### config.mk
export PLATFORM = sky130hd
export DESIGN_NAME = mat_d_reader
export DESIGN_NICKNAME = d
export VERILOG_FILES = /design/src/rtl/mat_d_reader.sv
export SDC_FILE = /design/constraint.sdc
export NUM_CORES = 1
export LEC_CHECK = 0
export CORE_ASPECT_RATIO = 1.1
export CORE_UTILIZATION = 53
export DETAILED_ROUTE_END_ITERATION = 8
export PLACE_DENSITY = 0.78
export SLEW_MARGIN = 20
export SYNTH_ARGS = -nofsm -noshare
export SYNTH_HDL_FRONTEND = slang
export SYNTH_SLANG_ARGS = --single-unit
### constraint.sdc
create_clock -name clk -period 5.17 [get_ports clk]
set_clock_uncertainty 0.1 [all_clocks]
set_input_delay 0.7755 -clock clk [delete_from_list [all_inputs] [get_ports clk]]
set_output_delay 0.7755 -clock clk [all_outputs]
set_load 0.1 [all_outputs]
### src/rtl/mat_d_reader.sv
// mat_d_reader: streams an M x R matrix out of a BRAM in row-major order.
// Reads are credit-limited against a two-entry output buffer so the stream
// can be back-pressured with d_ready without losing or duplicating data.
module mat_d_reader #(
    parameter int M    = 3,
    parameter int R    = 5,
    parameter int BASE = 1
) (
    input  logic        clk,
    input  logic        reset,
    input  logic        start,
    input  logic        wrD_done,
    output logic [7:0]  addrbD,
    input  logic [31:0] doutbD,
    output logic [31:0] d_data,
    output logic        d_valid,
    input  logic        d_ready,
    output logic [3:0]  d_row,
    output logic [3:0]  d_col,
    output logic        d_last,
    output logic        busy,
    output logic        rd_done
);

    typedef enum logic [2:0] {
        S_IDLE,
        S_WAIT_WR,
        S_READ,
        S_DRAIN,
        S_DONE
    } state_t;

    state_t      state_q;

    // next element to request
    logic [3:0]  row_q, col_q;
    logic [7:0]  lin_q;
    logic [7:0]  addr_q;

    // read in flight (data appears on doutbD this cycle)
    logic        fl_q;
    logic [3:0]  fl_row_q, fl_col_q;
    logic        fl_last_q;

    // buffer head (drives the stream outputs) and tail entry
    logic        h_vld_q, t_vld_q;
    logic [31:0] h_data_q, t_data_q;
    logic [3:0]  h_row_q, h_col_q, t_row_q, t_col_q;
    logic        h_last_q, t_last_q;

    logic        pop;
    logic        issue;
    logic        last_pos;
    logic [1:0]  occ_after;
    logic [1:0]  credit_used;
    logic [7:0]  addr_d;

    // Credit counts occupancy after this edge's pop, so a pop and a new
    // issue can overlap and a ready consumer sees one element per cycle.
    always_comb begin
        pop         = h_vld_q & d_ready;
        occ_after   = {1'b0, h_vld_q} + {1'b0, t_vld_q} - {1'b0, pop};
        credit_used = occ_after + {1'b0, fl_q};
        issue       = (state_q == S_READ) && (credit_used < 2'd2);
        last_pos    = (row_q == 4'(M - 1)) && (col_q == 4'(R - 1));
        addr_d      = 8'(BASE) + lin_q;
        // The address is presented in the issuing cycle so the BRAM returns
        // data in the next cycle; otherwise it holds the last issued value.
        addrbD      = issue ? addr_d : addr_q;
    end

    // Control FSM, read issue, address counters and status flags
    always_ff @(posedge clk or posedge reset) begin
        if (reset) begin
            state_q   <= S_IDLE;
            row_q     <= '0;
            col_q     <= '0;
            lin_q     <= '0;
            addr_q    <= '0;
            fl_q      <= 1'b0;
            fl_row_q  <= '0;
            fl_col_q  <= '0;
            fl_last_q <= 1'b0;
            busy      <= 1'b0;
            rd_done   <= 1'b0;
        end else begin
            fl_q <= issue;
            if (issue) begin
                addr_q    <= addr_d;
                fl_row_q  <= row_q;
                fl_col_q  <= col_q;
                fl_last_q <= last_pos;
                lin_q     <= lin_q + 8'd1;
                if (col_q == 4'(R - 1)) begin
                    col_q <= '0;
                    row_q <= row_q + 4'd1;
                end else begin
                    col_q <= col_q + 4'd1;
                end
            end

            case (state_q)
                S_IDLE, S_DONE: begin
                    if (start) begin
                        state_q <= S_WAIT_WR;
                        busy    <= 1'b1;
                        rd_done <= 1'b0;
                        row_q   <= '0;
                        col_q   <= '0;
                        lin_q   <= '0;
                    end
                end
                S_WAIT_WR: begin
                    if (wrD_done) begin
                        state_q <= S_READ;
                    end
                end
                S_READ: begin
                    if (issue && last_pos) begin
                        state_q <= S_DRAIN;
                    end
                end
                S_DRAIN: begin
                    if (pop && h_last_q) begin
                        state_q <= S_DONE;
                        busy    <= 1'b0;
                        rd_done <= 1'b1;
                    end
                end
                default: begin
                    state_q <= S_IDLE;
                    busy    <= 1'b0;
                    rd_done <= 1'b0;
                end
            endcase
        end
    end

    // Two-entry output buffer: returning data enters the head when it is
    // free (or being popped with no tail), else the tail
    always_ff @(posedge clk or posedge reset) begin
        if (reset) begin
            h_vld_q  <= 1'b0;
            h_data_q <= '0;
            h_row_q  <= '0;
            h_col_q  <= '0;
            h_last_q <= 1'b0;
            t_vld_q  <= 1'b0;
            t_data_q <= '0;
            t_row_q  <= '0;
            t_col_q  <= '0;
            t_last_q <= 1'b0;
        end else if (pop) begin
            if (t_vld_q) begin
                h_data_q <= t_data_q;
                h_row_q  <= t_row_q;
                h_col_q  <= t_col_q;
                h_last_q <= t_last_q;
                if (fl_q) begin
                    t_data_q <= doutbD;
                    t_row_q  <= fl_row_q;
                    t_col_q  <= fl_col_q;
                    t_last_q <= fl_last_q;
                end else begin
                    t_vld_q <= 1'b0;
                end
            end else if (fl_q) begin
                h_data_q <= doutbD;
                h_row_q  <= fl_row_q;
                h_col_q  <= fl_col_q;
                h_last_q <= fl_last_q;
            end else begin
                h_vld_q <= 1'b0;
            end
        end else if (fl_q) begin
            if (!h_vld_q) begin
                h_vld_q  <= 1'b1;
                h_data_q <= doutbD;
                h_row_q  <= fl_row_q;
                h_col_q  <= fl_col_q;
                h_last_q <= fl_last_q;
            end else begin
                t_vld_q  <= 1'b1;
                t_data_q <= doutbD;
                t_row_q  <= fl_row_q;
                t_col_q  <= fl_col_q;
                t_last_q <= fl_last_q;
            end
        end
    end

    assign d_valid = h_vld_q;
    assign d_data  = h_data_q;
    assign d_row   = h_row_q;
    assign d_col   = h_col_q;
    assign d_last  = h_last_q;

endmodule

==> results.sh, run 1 <==
export IMPL_via_per_inst=5.50
export IMPL_insertion_delay_ns=0.50
export IMPL_core_um2=9840
export IMPL_post_synth_num_cell_types=37
export IMPL_ant_nets=0
export IMPL_min_to="t_data_q[20]$_DFFE_PP0P_"
export IMPL_overflow=0
export IMPL_finalHoldViolCount=0
export IMPL_crit_top_cell="ha_1"
export IMPL_pin_count=89
export IMPL_cp_slowest_cell="mux2i_4"
export IMPL_cp_required_ns=4.29
export IMPL_crit_path_end_kind="output port"
export IMPL_ctsHoldBuffers=0
export IMPL_die_x_um=97.8
export IMPL_port_buffers=88
export IMPL_htree_levels=4
export IMPL_grt_pass1_wl_mm=18.5
export IMPL_status="finished, violations left"
export IMPL_r2r_start="d_valid$_DFFE_PP0P_"
export IMPL_drive_above_1_share=0.161
export IMPL_initial_utilization=0.543
export IMPL_maxCapViolations=0
export IMPL_setup_slack_ns=0.742
export IMPL_clock_fmax_ghz=0.226
export IMPL_critPathLaunchType="input pin"
export IMPL_min_period_ns=4.43
export IMPL_die_area_um2=10500
export IMPL_grtUsageTotal=0.225
export IMPL_crit_chain="clkdlybuf4s50_1 > nand2_1 > ha_1 > ha_1 > a21oi_1 > mux2i_4 > o21ai_0 > buf_12"
export IMPL_synth_nets=518
export IMPL_routedWlPerCell_um=15.7
export IMPL_seq_area_frac_synth=0.576
export IMPL_cts_tree="yes"
export IMPL_antennaDiodeCount=0
export IMPL_dp_hpwl_mm=7.12
export IMPL_cts_root_buf="clkbuf_8"
export IMPL_slowest_delay_ns=0.66
export IMPL_r2r_end="fl_last_q$_DFFE_PP0N_"
export IMPL_synthCells=472
export IMPL_fin_crit_sh=0.856
export IMPL_min_path_cells=1
export IMPL_drt_iter0_drc=225
export IMPL_r2r_setup_slack_ns=2.10
export IMPL_worstMarginPinSlew_ns=1.01
export IMPL_drc_errors=20
export IMPL_postCtsSetupBuffers=0
export IMPL_route_vias_total=3828
export IMPL_cts_path_max_buffers=2
export IMPL_crit_fanout=24
export IMPL_max_slew_margin_rel=0.328
export IMPL_path_class="in2out"
export IMPL_wl_mm=10.9
export IMPL_antenna_found_initial=0
export IMPL_cts_made_buffers=17
export IMPL_core_rowCount=38
export IMPL_syn_area_um2=5350
export IMPL_grt_max_degree=83
export IMPL_maxSlewViolCount=0
export IMPL_dp_slack_ns=0.756
export IMPL_rsz0062_at_grt="false"
export IMPL_reg2reg_depth=8
export IMPL_holdCritStartpoint="t_data_q[20]$_DFFE_PP0P_"
export IMPL_yosysWarnings=0
export IMPL_clock_sinks=123
export IMPL_syn_area_per_cell_um2=11.3
export IMPL_hold_path_class="reg2reg"
export IMPL_drt_pass1_iter_count=7
export IMPL_fin_nets=609
export IMPL_gp_congestion=0.767
export IMPL_grt_pass1_vias=3908
export IMPL_die_height_um=107
export IMPL_clk_pin_slew_ns=0.06
export IMPL_cts_resized=0
export IMPL_syn_to_final_growth_pct=32.2
export IMPL_synth_seq_cells=123
export IMPL_setup_viol=0
export IMPL_violations="DRC"
export IMPL_cp_arrival_ns=3.55
## kinds of logic after synthesis
kind of cell             count (synthesis)  synth area share
XOR/XNOR                                 7            0.0115
AND/OR/NAND/NOR                        125             0.103
buffers and inverters                   33            0.0272
multiplexers                            85             0.169
flip-flops                             123             0.576
AO/OA/AOI/OAI                           90            0.0927
adder cells (fa/ha/maj)                  9            0.0211
## critical path: cells and delay by family
kind / cells / cell delay, ns
and+or+nand+nor: 1 / 0.12
adders and majority gates: 2 / 0.57
buffers and inverters: 2 / 0.80
AOI/OAI and AO/OA: 2 / 0.62
muxes: 1 / 0.66
## layout by cell type (no fill, tap or decap), types with 3 or more instances in the layout
cell type | synthesis | final
buf_12 | 0 | 8
clkinvlp_4 | 0 | 3
o31ai_1 | 6 | 6
clkdlybuf4s50_1 | 0 | 80
ha_1 | 9 | 9
o21ai_0 | 20 | 19
mux2i_1 | 44 | 43
inv_1 | 9 | 8
nand2_1 | 43 | 42
buf_4 | 0 | 7
o211ai_1 | 3 | 3
clkbuf_16 | 0 | 16
mux2_2 | 40 | 40
xnor2_1 | 5 | 5
nand3_1 | 9 | 9
dfrtp_1 | 123 | 123
bufinv_16 | 0 | 4
nor2_1 | 55 | 55
clkinv_4 | 0 | 4
nand3b_1 | 4 | 4
a21oi_1 | 55 | 55
## sequential cells by signal (all words and copies together), names as in the netlist, 3 cells and up
register	flops
addr_q	8
col_q	4
d_col	4
d_data	32
d_row	4
fl_col_q	4
fl_row_q	4
lin_q	8
row_q	4
state_q	3
t_col_q	4
t_data_q	32
t_row_q	4
## stage by stage
stage	setup TNS (ns)	cells	instance area, um2	utilization	hold slack [ns]
3_5_place_dp	0	664	6440	0.654	0.385
5_1_grt	0	696	7060	0.718	0.414
6_report	0	696	7060	0.718	0.399
2_1_floorplan	-1.49	472	5350	-	0.364
3_3_place_gp	0	664	6440	0.654	0.376
4_1_cts	0	696	7060	0.718	0.397
## routing by layer
layer / GRT usage / wire (um) / share of wire
met4: 0.0758 / 132 / 0.012
met3: 0.0578 / 536 / 0.049
met1: 0.290 / 4770 / 0.44
met5: 0 / 0 / 0
met2: 0.373 / 5460 / 0.50
## area by class of cell
class                           count  area, um2
Inverter                           10       40.0
Tap cell                          120        150
Multi-Input combinational cell    316       2160
Clock buffer                       19        432
Timing Repair Buffer               95       1010
Fill cell                         692       2780
Sequential cell                   123       3080
Clock inverter                     13        191
## synthesized netlist by cell type
master	n	area (um2)
or4_1	2	15.0
nand2_1	43	161
clkbuf_1	10	37.5
nand3_1	9	45.0
a32o_1	1	10.0
xnor2_1	5	43.8
nor4bb_1	1	10.0
nor2_1	55	206
and2b_1	1	7.51
nand2b_1	2	12.5
mux2_2	40	450
nand4_1	2	12.5
inv_1	9	33.8
a221oi_2	1	15.0
mux2_1	1	11.3
o31ai_1	6	45.0
mux2i_1	44	440
ha_1	9	113
a22oi_1	2	15.0
dfrtp_1	123	3080
or3_1	1	6.26
and3b_1	1	8.76
nor4b_2	1	15.0
or2b_1	1	7.51
o21ai_0	20	100
a211oi_1	1	7.51
and2_1	1	6.26
inv_2	1	3.75
buf_6	1	11.3
a21oi_1	55	275
buf_1	1	3.75
o21ai_1	1	5.00
and3_1	1	6.26
nand3b_1	4	30.0
buf_2	11	55.1
o211ai_1	3	22.5
xor2_1	2	17.5
## how the worst max path moves through the flow
stage	start	to	slack, ns	cells past startpoint
after floorplan	d_valid$_DFFE_PP0P_	addrbD[2]	-0.25	8
after global placement	d_ready	addrbD[4]	0.86	8
after detailed placement	d_ready	addrbD[7]	0.76	8
after CTS	d_ready	addrbD[7]	0.75	8
after global routing	d_ready	addrbD[4]	0.61	8
final	d_ready	addrbD[7]	0.74	8
Power of run 1 is left out: the tool's default activity adds up to more than one toggle a clock period on the data nets, which glitch-free logic cannot reach.
==> run 2, diff against run 1 <==
--- a/config.mk
+++ b/config.mk
@@ -7,6 +7,7 @@
 export LEC_CHECK = 0
 export CORE_ASPECT_RATIO = 1.1
 export CORE_UTILIZATION = 53
+export CTS_CLUSTER_SIZE = 20
 export DETAILED_ROUTE_END_ITERATION = 8
 export PLACE_DENSITY = 0.78
 export SLEW_MARGIN = 20
==> results of run 2 <==
Same layout as run 1: the final DEF is identical, and so are final timing and power.
Power of run 2 is left out for the same reason.
==> RTL edit 1, RTL diff (flow settings as in run 1) <==
The 5 states of `state_t` get a Gray code encoding in 3 bits.
--- a/src/rtl/mat_d_reader.sv
+++ b/src/rtl/mat_d_reader.sv
@@ -24,9 +24,9 @@
 
     typedef enum logic [2:0] {
-        S_IDLE,
-        S_WAIT_WR,
-        S_READ,
-        S_DRAIN,
-        S_DONE
+        S_IDLE    = 3'b000,
+        S_WAIT_WR = 3'b001,
+        S_READ    = 3'b011,
+        S_DRAIN   = 3'b010,
+        S_DONE    = 3'b110
     } state_t;
 
Behaviour: same outputs for any inputs over 10 cycles, from zero or initial values and one cycle with reset high; not proved beyond that.
==> RTL edit 1 against run 1 <==
- the run still ends with DRC left
- sequential cell count unchanged
- final area down 0.60%
- critical path depth is the same
- wire length rose by 1.1%
- die area up 0.58%
- count of clock-buffer cells in the layout increased by 4
- final cell count is 0.14% higher
- setup slack improved by 0.0064 ns
- area after synthesis grew 0.59%
- via count up 0.76%
- synthesized cell count is 1.1% higher
- critical path type unchanged
Power is left out: the tool's default activity adds up to more than one toggle a clock period on the data nets, which glitch-free logic cannot reach.
==> RTL edit 1: results (changes against run 1) <==
- Starting DRC count in detailed routing: 140 (-38%)
- Global-route usage over all layers: 0.226 (+0.000855)
- R2r setup slk: 2.19 ns (+0.09 ns)
- Slew @ Worst Pin: 1.10 ns (+0.0967 ns)
- Remaining DRCs: 9 (-55%)
- Hold path startpoint: fl_last_q
- Failing checks: DRC
- Fill count: 714 (+3.2%)
- FF-to-FF path depth: 9 (+1)
- Final Wtd Congestion: 0.762 (-0.72%)
- Via Count: 3857 (+0.76%)
- Top cells by count, synth: dfrtp_1 (123), a21oi_1 (55), nor2_1 (51), mux2i_1 (43), nand2_1 (42)
- Share of layout cells above drive strength 1: 0.154 (-0.00721)
- Net Count, Synth: 523 (+0.97%)
- Clk tree area frac: 0.0797 (-0.00855)
- Min-Delay Endpoint: fl_last_q
- Synth Area in XOR/XNOR: 0.0147 (+0.00319)
- Status: finished, violations left
- Seq/Total Area, Yosys: 0.572 (-0.00335)
- Area of the multi-input gates: 0.00218 sq mm (+0.98%)
- Crit Path Max Fanout: 25 (+4.2%)
- Vias in the first global route: 3888 (-0.51%)
- Post-Synth Adder-Cell Area: 0.0209 (-0.000123)
- Crit path largest cell delay: 0.63 ns (-0.03 ns)
- Final WL: 11.0 mm (+1.1%)
- Mux cell area share after synthesis: 0.166 (-0.00284)
- First-pass iteration count of the detailed router: 9 (+2)
## RTL edit 1: routing by layer
layer | GRT usage | vias up | share of wire | wire length [microns]
met2 | 0.375 | 103 | 0.50 | 5510
met5 | 0 | - | 0 | 0
met3 | 0.0545 | 24 | 0.049 | 543
met1 | 0.279 | 1880 | 0.43 | 4710
met4 | 0.108 | 0 | 0.023 | 250
li1 | - | 1850 | - | -
## RTL edit 1: stage by stage
stage | utilization | setup slack [ns] | hold WS (ns) | cell area [sq um] | TNS [ns]
after floorplan | - | -0.309 | 0.364 | 5380 | -1.85
after global placement | 0.656 | 0.794 | 0.375 | 6460 | 0
after detailed placement | 0.656 | 0.751 | 0.385 | 6460 | 0
after CTS | 0.713 | 0.731 | 0.397 | 7020 | 0
after global routing | 0.713 | 0.552 | 0.410 | 7020 | 0
final | 0.713 | 0.748 | 0.393 | 7020 | 0
==> RTL edit 2, RTL diff (flow settings as in run 1) <==
Made on the original files. Reset style: synchronous (`reset`), changed in 2 clocked blocks.
--- a/src/rtl/mat_d_reader.sv
+++ b/src/rtl/mat_d_reader.sv
@@ -71,5 +71,5 @@
 
     // Control FSM, read issue, address counters and status flags
-    always_ff @(posedge clk or posedge reset) begin
+    always_ff @(posedge clk) begin
         if (reset) begin
             state_q   <= S_IDLE;
@@ -139,5 +139,5 @@
     // Two-entry output buffer: returning data enters the head when it is
     // free (or being popped with no tail), else the tail
-    always_ff @(posedge clk or posedge reset) begin
+    always_ff @(posedge clk) begin
         if (reset) begin
             h_vld_q  <= 1'b0;
Behaviour: differs if reset is asserted again (counterexample within 4 cycles, from zero or initial values and one cycle with reset high); with reset held inactive, the same outputs for 10 cycles.
==> RTL edit 2 against run 1 <==
- sequential cell count unchanged
- setup slack got worse by 0.15 ns
- wire length increased by 3.7%
- final area decreased by 4.9%
- sequential share of layout area decreased by 6.9 points
- die area decreased by 4.0%
- area after synthesis decreased by 4.1%
==> RTL edit 2: results (changes against run 1) <==
- Met3 Resource Use GR: 0.0619 (+0.00407)
- FF-to-FF path depth: 9 (+1)
- Largest net degree at the start of global routing: 102 (+23%)
- Vias/cell: 5.41 (-1.6%)
- Post-DP HPWL: 7.00 mm (-1.7%)
- Core ar.: 0.00940 sq mm (-4.5%)
- Predominant post-synthesis flop cell: dfxtp_1
- Final WL: 11.3 mm (+3.7%)
- First-pass iteration count of the detailed router: 5 (-2)
- First-pass GRT wire length: 18.5 mm (+0.37%)
- Avg Cell Area, Syn: 8.55 sq um (-25%)
- Final Wtd Congestion: 0.802 (+4.5%)
- Global-route usage over all layers: 0.234 (+0.00910)
- Net Count, Synth: 646 (+25%)
- Starting DRC count in detailed routing: 250 (+11%)
- R2r setup slk: 2.04 ns (-0.06 ns)
- DR WL met3: 545 microns (+1.7%)
- Crit path largest cell delay: 0.76 ns (+0.10 ns)
- Crit path capture: addrbD[2]
- Vias in the first global route: 4077 (+4.3%)
- Crit path DAT: 3.70 ns (+0.15 ns)
- Fin nets: 715 (+17%)
- CP max stage cell: mux2i_2
- Slew @ Worst Pin: 1.04 ns (+0.0304 ns)
- WL met2: 5.63 mm (+3.2%)
- Status: finished clean
- Reg2reg end: row_q[0]
- Reg-to-reg startpoint: d_valid
- Seq/Total Area, Yosys: 0.480 (-0.0956)
- Share of layout cells above drive strength 1: 0.0865 (-0.0749)
- Grt met1 use: 0.283 (-0.00724)
- Final period util: 0.886 (+0.0294)
- Asr flop ratio synth: 0 (-1.00)
- Crit Path Max Fanout: 17 (-29%)
==> RTL edit 2: cell count changes in the layout (fill, tap and decap cells not counted), sizes merged, moves of 10 or more <==
cell	delta
a211oi	+43
mux2	-40
nor2	+11
nand2	+79
dfxtp	+123
dfrtp	-123
a21oi	+10
==> RTL edit 2: worst min path at each step <==
stage / slack, ns / endpoint / start
5_1_grt: 0.37 / t_data_q[30] / t_data_q[30]
6_report: 0.35 / t_row_q[1] / t_row_q[1]
3_5_place_dp: 0.35 / t_col_q[0] / t_col_q[0]
2_1_floorplan: 0.34 / t_col_q[0] / t_col_q[0]
4_1_cts: 0.35 / t_data_q[10] / t_data_q[10]
3_3_place_gp: 0.34 / t_row_q[3] / t_row_q[3]
==> RTL edit 2: cell type report <==
type,count,area (sq um)
clock buffers,18,428
inverters,8,30.0
multi-input cells,426,2470
flip-flops and latches,123,2460
fillers,709,2680
repair buffers,93,983
well taps,117,146
clock inverters,14,195
==> RTL edit 2: stage by stage <==
| stage | setup TNS, ns | util | std cells | power, uW | cell area (sq um) |
|---|---|---|---|---|---|
| floorplan | -0.913 | - | 600 | 1420 | 5130 |
| global placement | 0 | 0.649 | 767 | 1540 | 6100 |
| detailed placement | 0 | 0.649 | 767 | 1560 | 6100 |
| CTS | 0 | 0.715 | 799 | 2780 | 6720 |
| global route | 0 | 0.715 | 799 | 2870 | 6720 |
| finish | 0 | 0.715 | 799 | 2770 | 6720 |
==> RTL edit 2: power by group <==
group          switching [uW]  internal, uW
Sequential               44.8           983
Combinational             352           162
Clock                     430           797
==> RTL edit 2: cell families after synthesis <==
logic type | share of synthesized area
simple gates | 0.191
compound gates | 0.155
flops | 0.480
buf+inv | 0.0412
mux | 0.0869
xor+xnor | 0.0239
fa+ha+maj | 0.0220
